===== src/rtl/conv_para_feeder.sv =====
// conv_para_feeder: drives the parallel-scale float16 convolution array.
// For each window it prefetches weights from the weight RAM, streams one
// (weight, input vector) pair per kernel position into the array, holds the
// array in reset between windows, and hands the captured result downstream
// on a single-slot valid/ready interface.
// Optional build macro CONV_FEED_STATS_EN adds saturating window / wait-cycle
// counters on stat_windows and stat_wait_cycles.
module conv_para_feeder #(
  parameter int PARA_X            = 4,
  parameter int PARA_Y            = 4,
  parameter int DATA_WIDTH        = 16,
  parameter int KERNEL_SIZE_WIDTH = 6,
  parameter int KERNEL_SIZE_MAX   = 11,
  parameter int W_ADDR_WIDTH      = 7,
  parameter int TIMEOUT           = 255
) (
  input  logic                                 clk,
  input  logic                                 rst,
  input  logic [KERNEL_SIZE_WIDTH-1:0]         kernel_size,
  input  logic                                 start,
  output logic                                 busy,
  output logic [W_ADDR_WIDTH-1:0]              w_addr,
  input  logic [DATA_WIDTH-1:0]                w_rdata,
  input  logic                                 in_valid,
  input  logic [PARA_X*PARA_Y*DATA_WIDTH-1:0]  in_data,
  output logic                                 in_ready,
  output logic                                 conv_rst_n,
  output logic [PARA_X*PARA_Y*DATA_WIDTH-1:0]  conv_input_data,
  output logic [DATA_WIDTH-1:0]                conv_weight,
  output logic [KERNEL_SIZE_WIDTH-1:0]         conv_kernel_size,
  input  logic                                 conv_result_ready,
  input  logic [PARA_X*PARA_Y*DATA_WIDTH-1:0]  conv_result,
  output logic                                 res_valid,
  output logic [PARA_X*PARA_Y*DATA_WIDTH-1:0]  res_data,
  input  logic                                 res_ready,
  output logic [1:0]                           err
`ifdef CONV_FEED_STATS_EN
  ,
  output logic [15:0]                          stat_windows,
  output logic [15:0]                          stat_wait_cycles
`endif
);

  localparam int VEC_W  = PARA_X * PARA_Y * DATA_WIDTH;
  // Kernel position count k*k is an 8-bit quantity (k <= 11 gives 121).
  localparam int CNT_W  = 8;
  localparam int WAIT_W = $clog2(TIMEOUT + 1);

  typedef enum logic [1:0] {
    S_IDLE,
    S_PREFETCH,
    S_STREAM,
    S_WAIT
  } state_t;

  state_t state_q, state_d;

  logic [KERNEL_SIZE_WIDTH-1:0] k_q;
  logic [CNT_W-1:0]             n_q;
  logic [CNT_W-1:0]             idx_q;
  logic [WAIT_W-1:0]            wait_cnt_q;

  logic [CNT_W-1:0] n_next;
  logic [CNT_W-1:0] idx_plus2;
  logic [CNT_W-1:0] addr_next;
  logic             k_legal;

  // FSM decode strobes
  logic start_ok;
  logic step_ok;
  logic underflow;
  logic stream_done;
  logic capture;
  logic timeout;

  assign n_next    = CNT_W'(kernel_size) * CNT_W'(kernel_size);
  assign k_legal   = (kernel_size != '0) &&
                     (kernel_size <= KERNEL_SIZE_WIDTH'(KERNEL_SIZE_MAX));
  // While streaming position idx the RAM already holds address idx+1, so the
  // next address to present is idx+2, clamped to the last kernel position.
  assign idx_plus2 = idx_q + CNT_W'(2);
  assign addr_next = (idx_plus2 >= n_q) ? (n_q - CNT_W'(1)) : idx_plus2;

  assign busy             = (state_q != S_IDLE);
  assign in_ready         = (state_q == S_STREAM);
  assign conv_kernel_size = k_q;

  // State register.
  always_ff @(posedge clk or negedge rst) begin
    if (!rst) begin
      state_q <= S_IDLE;
    end else begin
      // NOTE: sequential state uses non-blocking assignments so every
      // register samples values from before the edge, regardless of order.
      state_q <= state_d;
    end
  end

  // Next-state logic and per-cycle decode strobes for the datapath.
  always_comb begin
    // NOTE: every signal gets a default first; a path that skips an
    // assignment would otherwise infer a latch.
    state_d     = state_q;
    start_ok    = 1'b0;
    step_ok     = 1'b0;
    underflow   = 1'b0;
    stream_done = 1'b0;
    capture     = 1'b0;
    timeout     = 1'b0;
    case (state_q)
      S_IDLE: begin
        // The single result slot must drain before a new window may start.
        if (start && k_legal && !res_valid) begin
          start_ok = 1'b1;
          state_d  = S_PREFETCH;
        end
      end
      S_PREFETCH: begin
        state_d = S_STREAM;
      end
      S_STREAM: begin
        if (!in_valid) begin
          underflow = 1'b1;
          state_d   = S_IDLE;
        end else begin
          step_ok = 1'b1;
          if (idx_q == n_q - CNT_W'(1)) begin
            stream_done = 1'b1;
            state_d     = S_WAIT;
          end
        end
      end
      S_WAIT: begin
        // A result on the last allowed cycle wins over the timeout.
        if (conv_result_ready) begin
          capture = 1'b1;
          state_d = S_IDLE;
        end else if (wait_cnt_q == WAIT_W'(TIMEOUT - 1)) begin
          timeout = 1'b1;
          state_d = S_IDLE;
        end
      end
      default: begin
        state_d = S_IDLE;
      end
    endcase
  end

  // Window datapath: kernel latch, address sequencing, array feed, result slot.
  always_ff @(posedge clk or negedge rst) begin
    if (!rst) begin
      // NOTE: these wide datapath registers are reset because they drive
      // ports whose reset value is defined as zero; a pure internal pipeline
      // would normally be left unreset.
      k_q             <= '0;
      n_q             <= '0;
      idx_q           <= '0;
      wait_cnt_q      <= '0;
      w_addr          <= '0;
      conv_rst_n      <= 1'b0;
      conv_weight     <= '0;
      conv_input_data <= '0;
      res_valid       <= 1'b0;
      res_data        <= '0;
      err             <= '0;
    end else begin
      if (start_ok) begin
        k_q    <= kernel_size;
        n_q    <= n_next;
        idx_q  <= '0;
        w_addr <= '0;
      end

      if (state_q == S_PREFETCH) begin
        w_addr <= W_ADDR_WIDTH'((n_q > CNT_W'(1)) ? CNT_W'(1) : CNT_W'(0));
      end

      // Weight and input vector are registered together so the array sees
      // them aligned with its release from reset.
      if (step_ok) begin
        conv_weight     <= w_rdata;
        conv_input_data <= in_data;
        idx_q           <= idx_q + CNT_W'(1);
        w_addr          <= W_ADDR_WIDTH'(addr_next);
      end

      if (stream_done) begin
        wait_cnt_q <= '0;
      end else if (state_q == S_WAIT) begin
        wait_cnt_q <= wait_cnt_q + WAIT_W'(1);
      end

      // Array runs only while positions are accepted and while awaiting its
      // result; any abort, capture or timeout puts it back into reset.
      conv_rst_n <= step_ok || ((state_q == S_WAIT) && !capture && !timeout);

      if (capture) begin
        res_data  <= conv_result;
        res_valid <= 1'b1;
      end else if (res_valid && res_ready) begin
        res_valid <= 1'b0;
      end

      if (underflow) err[0] <= 1'b1;
      if (timeout)   err[1] <= 1'b1;
    end
  end

`ifdef CONV_FEED_STATS_EN
  // Saturating counters of completed windows and cycles spent awaiting results.
  always_ff @(posedge clk or negedge rst) begin
    if (!rst) begin
      stat_windows     <= '0;
      stat_wait_cycles <= '0;
    end else begin
      if (capture && (stat_windows != 16'hFFFF)) begin
        stat_windows <= stat_windows + 16'd1;
      end
      if ((state_q == S_WAIT) && (stat_wait_cycles != 16'hFFFF)) begin
        stat_wait_cycles <= stat_wait_cycles + 16'd1;
      end
    end
  end
`endif

endmodule


===== config.mk =====
export PLATFORM = sky130hd
export DESIGN_NAME = conv_para_feeder
export DESIGN_NICKNAME = d
export VERILOG_FILES = /design/src/rtl/conv_para_feeder.sv
export SDC_FILE = /design/constraint.sdc
export NUM_CORES = 1
export LEC_CHECK = 0
export CAP_MARGIN = 40
export CORE_AREA = 2 2 427 429
export CTS_BUF_LIST = sky130_fd_sc_hd__clkbuf_8
export DETAILED_ROUTE_END_ITERATION = 12
export DIE_AREA = 0 0 429 431
export DONT_BUFFER_PORTS = 1
export PLACE_DENSITY = 0.3
export SLEW_MARGIN = 20
export SYNTH_ARGS = -nofsm -noshare
export SYNTH_HDL_FRONTEND = slang
export SYNTH_SLANG_ARGS = --single-unit

===== constraint.sdc =====
create_clock -name clk -period 3.35 [get_ports clk]
set_input_delay 0.1675 -clock clk [delete_from_list [all_inputs] [get_ports clk]]
set_output_delay 0.1675 -clock clk [all_outputs]
set_load 0.01 [all_outputs]

==> out/qor.yml, run 1 <==
outcome:
  status: "did not finish"
  haltStage: "clock tree synthesis"
  error_line: "[ERROR RSZ-0060] Max buffer count reached."
yosys:
  synth_top_area_cell: "dfrtp_1"
  synthCells: 1973
  yosys_warnings: 0
  synth_edf_count: 0
  mappedNetlistArea_um2: 22300
  synth_seq_area_share: 0.638
  syn_area_per_cell_um2: 11.3
  synth_area_leaders: "dfrtp_1 (64%), nand2_1 (14%), mux2_2 (13%)"
  netlist.area_leader.share: 0.638
  async_reset_ff_frac: 1.00
  ys_types: 47
  ys_seq_elements: 569
  synth_nets: 2539
  synth_flop_cell: "dfrtp_1"
cts:
  ctsResizeCount: 0
  cts_setup_buffers: 0
  clock-root-buffer: "clkbuf_8"
  h-tree-depth: 3
  ctsHoldBuffers: 897
  cts_buffers: 115
  cts.path.max_buffers: 3
  clock_sinks: 569
floorplan:
  die_x_um: 429
  row_count: 156
  die_h_um: 431
  start_util: 0.124
  ios: 1087
place:
  dp_hpwl_um: 95600
  globalplace.congestion: 0.877
  io_buffer_count: 0
## metrics by stage
| stage | cell area (µm²) | util | worst slack, ns | std cells |
|---|---|---|---|---|
| global placement | 25200 | 0.140 | 0.194 | 4269 |
| floorplan | 22300 | - | 0.404 | 1973 |
| detailed placement | 25200 | 0.140 | 0.219 | 4269 |
## synthesized netlist by cell type (5+ instances only)
master / instances
nor2_1: 19
ha_1: 19
nand3_1: 7
fa_1: 7
nand2_1: 839
xor2_1: 15
mux2i_1: 6
a21oi_1: 5
mux2_2: 262
inv_1: 22
xnor2_1: 15
a21o_1: 5
buf_2: 45
o21ai_0: 18
dfrtp_1: 569
clkbuf_1: 47
and2_1: 15
nand4_1: 8
## logic make-up after synthesis
group	Yosys count	share of synthesized area
AOI/OAI and AO/OA	50	0.0142
xor gates and xnor gates	30	0.0118
adders and majority gates	26	0.0169
buffers and inverters	122	0.0240
DFF	569	0.638
muxes	268	0.135
and+or+nand+nor	908	0.160
==> inputs of run 2 (changes only) <==
--- a/config.mk
+++ b/config.mk
@@ -6,12 +6,11 @@
 export NUM_CORES = 1
 export LEC_CHECK = 0
 export CAP_MARGIN = 40
-export CORE_AREA = 2 2 427 429
-export CTS_BUF_LIST = sky130_fd_sc_hd__clkbuf_8
+export CORE_AREA = 2 2 418 420
 export DETAILED_ROUTE_END_ITERATION = 12
-export DIE_AREA = 0 0 429 431
+export DIE_AREA = 0 0 420 422
 export DONT_BUFFER_PORTS = 1
-export PLACE_DENSITY = 0.3
+export PLACE_DENSITY_LB_ADDON = 0.15
 export SLEW_MARGIN = 20
 export SYNTH_ARGS = -nofsm -noshare
 export SYNTH_HDL_FRONTEND = slang
==> out/qor.yml, run 2 <==
drt:
  drt-wirelength-per-cell_um: 24.3
  viasPerCell: 3.48
  finalWirelength_um: 120000
  num_vias: 17100
  drc_errors: 0
  firstDrtPassIters: 5
  drtIter0Drc: 982
  ant_nets: 0
final_layout:
  mostFrequentLayoutCell: "nand2_1"
  post-route-cell-area_um2: 33400
  reg_top3: "conv_input_data (256), res_data (256), conv_weight (16)"
  final_cell_mix: "nand2_1 (837), dfrtp_1 (569), dlygate4sd3_1 (555)"
  final_layout_size_suffix_gt1_frac: 0.163
  area_growth_pct: 49.7
  final_nets: 3103
  nFillCells: 18900
place:
  globalplace.congestion: 0.914  # +4.2%
  io_buffer_count: 0  # unchanged
  place_area_um2: 25100  # -0.30%
  dp_hpwl_um: 93400  # -2.3%
  dp_slack_ns: 0.283  # +0.0640 ns
yosys:
  synth-xor-area-share: 0.0118  # unchanged
  synth_nets: 2539  # unchanged
  synth-simple-area-share: 0.160  # unchanged
  synthCells: 1973  # unchanged
  synth_flop_cell: "dfrtp_1"
  ys_seq_elements: 569  # unchanged
  mappedNetlistArea_um2: 22300  # unchanged
  synth-adder-area-share: 0.0169  # unchanged
  synthTopCellsByCount: "nand2_1 (839), dfrtp_1 (569), mux2_2 (262)"
  ys_types: 47  # unchanged
  netlist.area_leader.share: 0.638  # unchanged
  async_reset_ff_frac: 1.00  # unchanged
  synth_top_family_by_area: "simple AND/OR/NAND/NOR gates"
  synth.mux.area_fraction: 0.135  # unchanged
  yosys_warnings: 0  # unchanged
  synth_top_area_cell: "dfrtp_1"
  synth_edf_count: 0  # unchanged
  synth.most_common_cell: "nand2_1"
  synth_area_leaders: "dfrtp_1 (64%), nand2_1 (14%), mux2_2 (13%)"
  synth_compound_area_frac: 0.0142  # unchanged
  syn_area_per_cell_um2: 11.3  # unchanged
  synth_seq_area_share: 0.638  # unchanged
power_and_ir_drop:
  finalPower_mw: 23.8
  vdd_ir_drop_max_mv: 0.453
  powerDensity_nw_per_um2: 712
  leakagePower_nw: 15.7
sta:
  worst_pin_slew_ns: 0.958
  relSlewSlack: 0.361
  period_needed_ns: 2.95
  fmax_ghz: 0.339
  fin_crit_sh: 0.880
  setup_violations: 0
  slew_violations: 0
  fin_skew_ns: 0.0352
  final_hold_viol_count: 0
  rsz0062_at_grt: "no"
  setup_tns_ns: 0
  setup_ws_ns: 0.402
  hold_ws_ns: 0.0943
cts:
  clock_sinks: 569  # unchanged
  h-tree-depth: 3  # unchanged
  cts.path.max_buffers: 3  # unchanged
  clk_latency_ns: 0.70
  ctsResizeCount: 0  # unchanged
  cts_tree: "built"
  path_clk_slew_ns: 0.06
  cts_buffers: 78  # -32%
  clock-root-buffer: "clkbuf_16"
floorplan:
  core_area_um2: 173000
  die-area_um2: 177000
  die_x_um: 420  # -2.1%
  ios: 1087  # unchanged
  die_h_um: 422  # -2.1%
  start_util: 0.129  # +0.00523
  row_count: 153  # -1.9%
hold_path:
  hold_start: "in_valid"
  hp-class: "primary input to flop"
critical_path:
  crit_buf_inv: 1
  regToRegSetupSlack_ns: 0.40
  critPathCaptureType: "flop"
  timing.rr.start: "res_valid"
  startpoint: "res_valid"
  critPathRequiredTime_ns: 3.91
  crit_path_frequent_cell: "o21ai_0"
  max_stage_delay_ns: 0.66
  critical_path_arrival_ns: 3.51
  critPathKind: "flop to flop"
  cp_slowest_cell: "or4_4"
  crit_family: "simple AND/OR/NAND/NOR gates"
  path_cells: "or4b_1, dlygate4sd3_1, or4_4, and2_1, o21ai_0, o21ai_0"
  path_max_fanout: 21
  startpoint_type: "flop"
global_route:
  grt_pass1_wl_um: 161000
  grt_antenna_before_repair: 45
  grt_usage: 0.132
  overflow: 0
  grt_max_degree: 570
  grt_pass1_vias: 18400
outcome:
  status: "completed"
flow_run:
  maxCapViolCount: 0
run 2: cell counts after synthesis:
No cell type changed its count.
run 2: metal layers:
layer | vias up | global-route usage | share of wire
li1 | 7453 | - | -
met1 | 8797 | 0.146 | 0.37
met2 | 709 | 0.218 | 0.49
met3 | 184 | 0.0660 | 0.12
met4 | 6 | 0.0453 | 0.028
met5 | - | 0 | 0.00034
run 2: area by class of cell:
| class | instances | area (µm²) | share of cell area |
|---|---|---|---|
| Sequential cell | 569 | 14200 | 0.426 |
| Multi-Input combinational cell | 1282 | 7560 | 0.226 |
| Timing Repair Buffer | 584 | 5970 | 0.179 |
| Tap cell | 2325 | 2910 | 0.0871 |
| Clock buffer | 111 | 2270 | 0.0679 |
| Clock inverter | 26 | 362 | 0.0108 |
| Inverter | 22 | 82.6 | 0.00247 |
| Antenna cell | 8 | 20.0 | 0.000599 |
run 2: repair_timing:
| action | 4_1_cts | 5_1_grt |
|---|---|---|
| hold buffers | 554 | 1 |
| endpoints found under the hold margin | 1129 | 163 |
| buffers inserted | 0 | 0 |
run 2: cell families after synthesis:
group / count (synthesis)
AO/OA/AOI/OAI: 50
adder cells (fa/ha/maj): 26
XOR/XNOR: 30
AND/OR/NAND/NOR: 908
buffers and inverters: 122
flip-flops: 569
multiplexers: 268
run 2: report_power, final:
part	internal [mW]	switching (mW)
combinational	1.62	1.61
sequential	8.68	3.14
clock	5.19	3.54
run 2: path summary, 6_finish.rpt:
| kind | end | depth (start not counted) |
|---|---|---|
| worst max-delay path | idx_q[2] | 6 |
| min in group asynchronous | conv_weight[5] | 2 |
| worst min register to register | conv_input_data[0] | 2 |
| worst max register to register | idx_q[2] | 6 |
| worst min-delay path | conv_input_data[0] | 3 |
| max in group asynchronous | res_data[213] | 4 |
run 2: tightest hold or removal path, stage by stage:
cell     delay, ns
and2_4        0.25
nand2_1       0.18
nand2_1       0.05
run 2: per-stage QoR:
step	cells	utilization
finish	4927	0.193
global route	4922	0.193
CTS	4914	0.192
detailed placement	4223	0.145
global placement	4223	0.145
floorplan	1973	-
(Power assumes the default switching activity.)
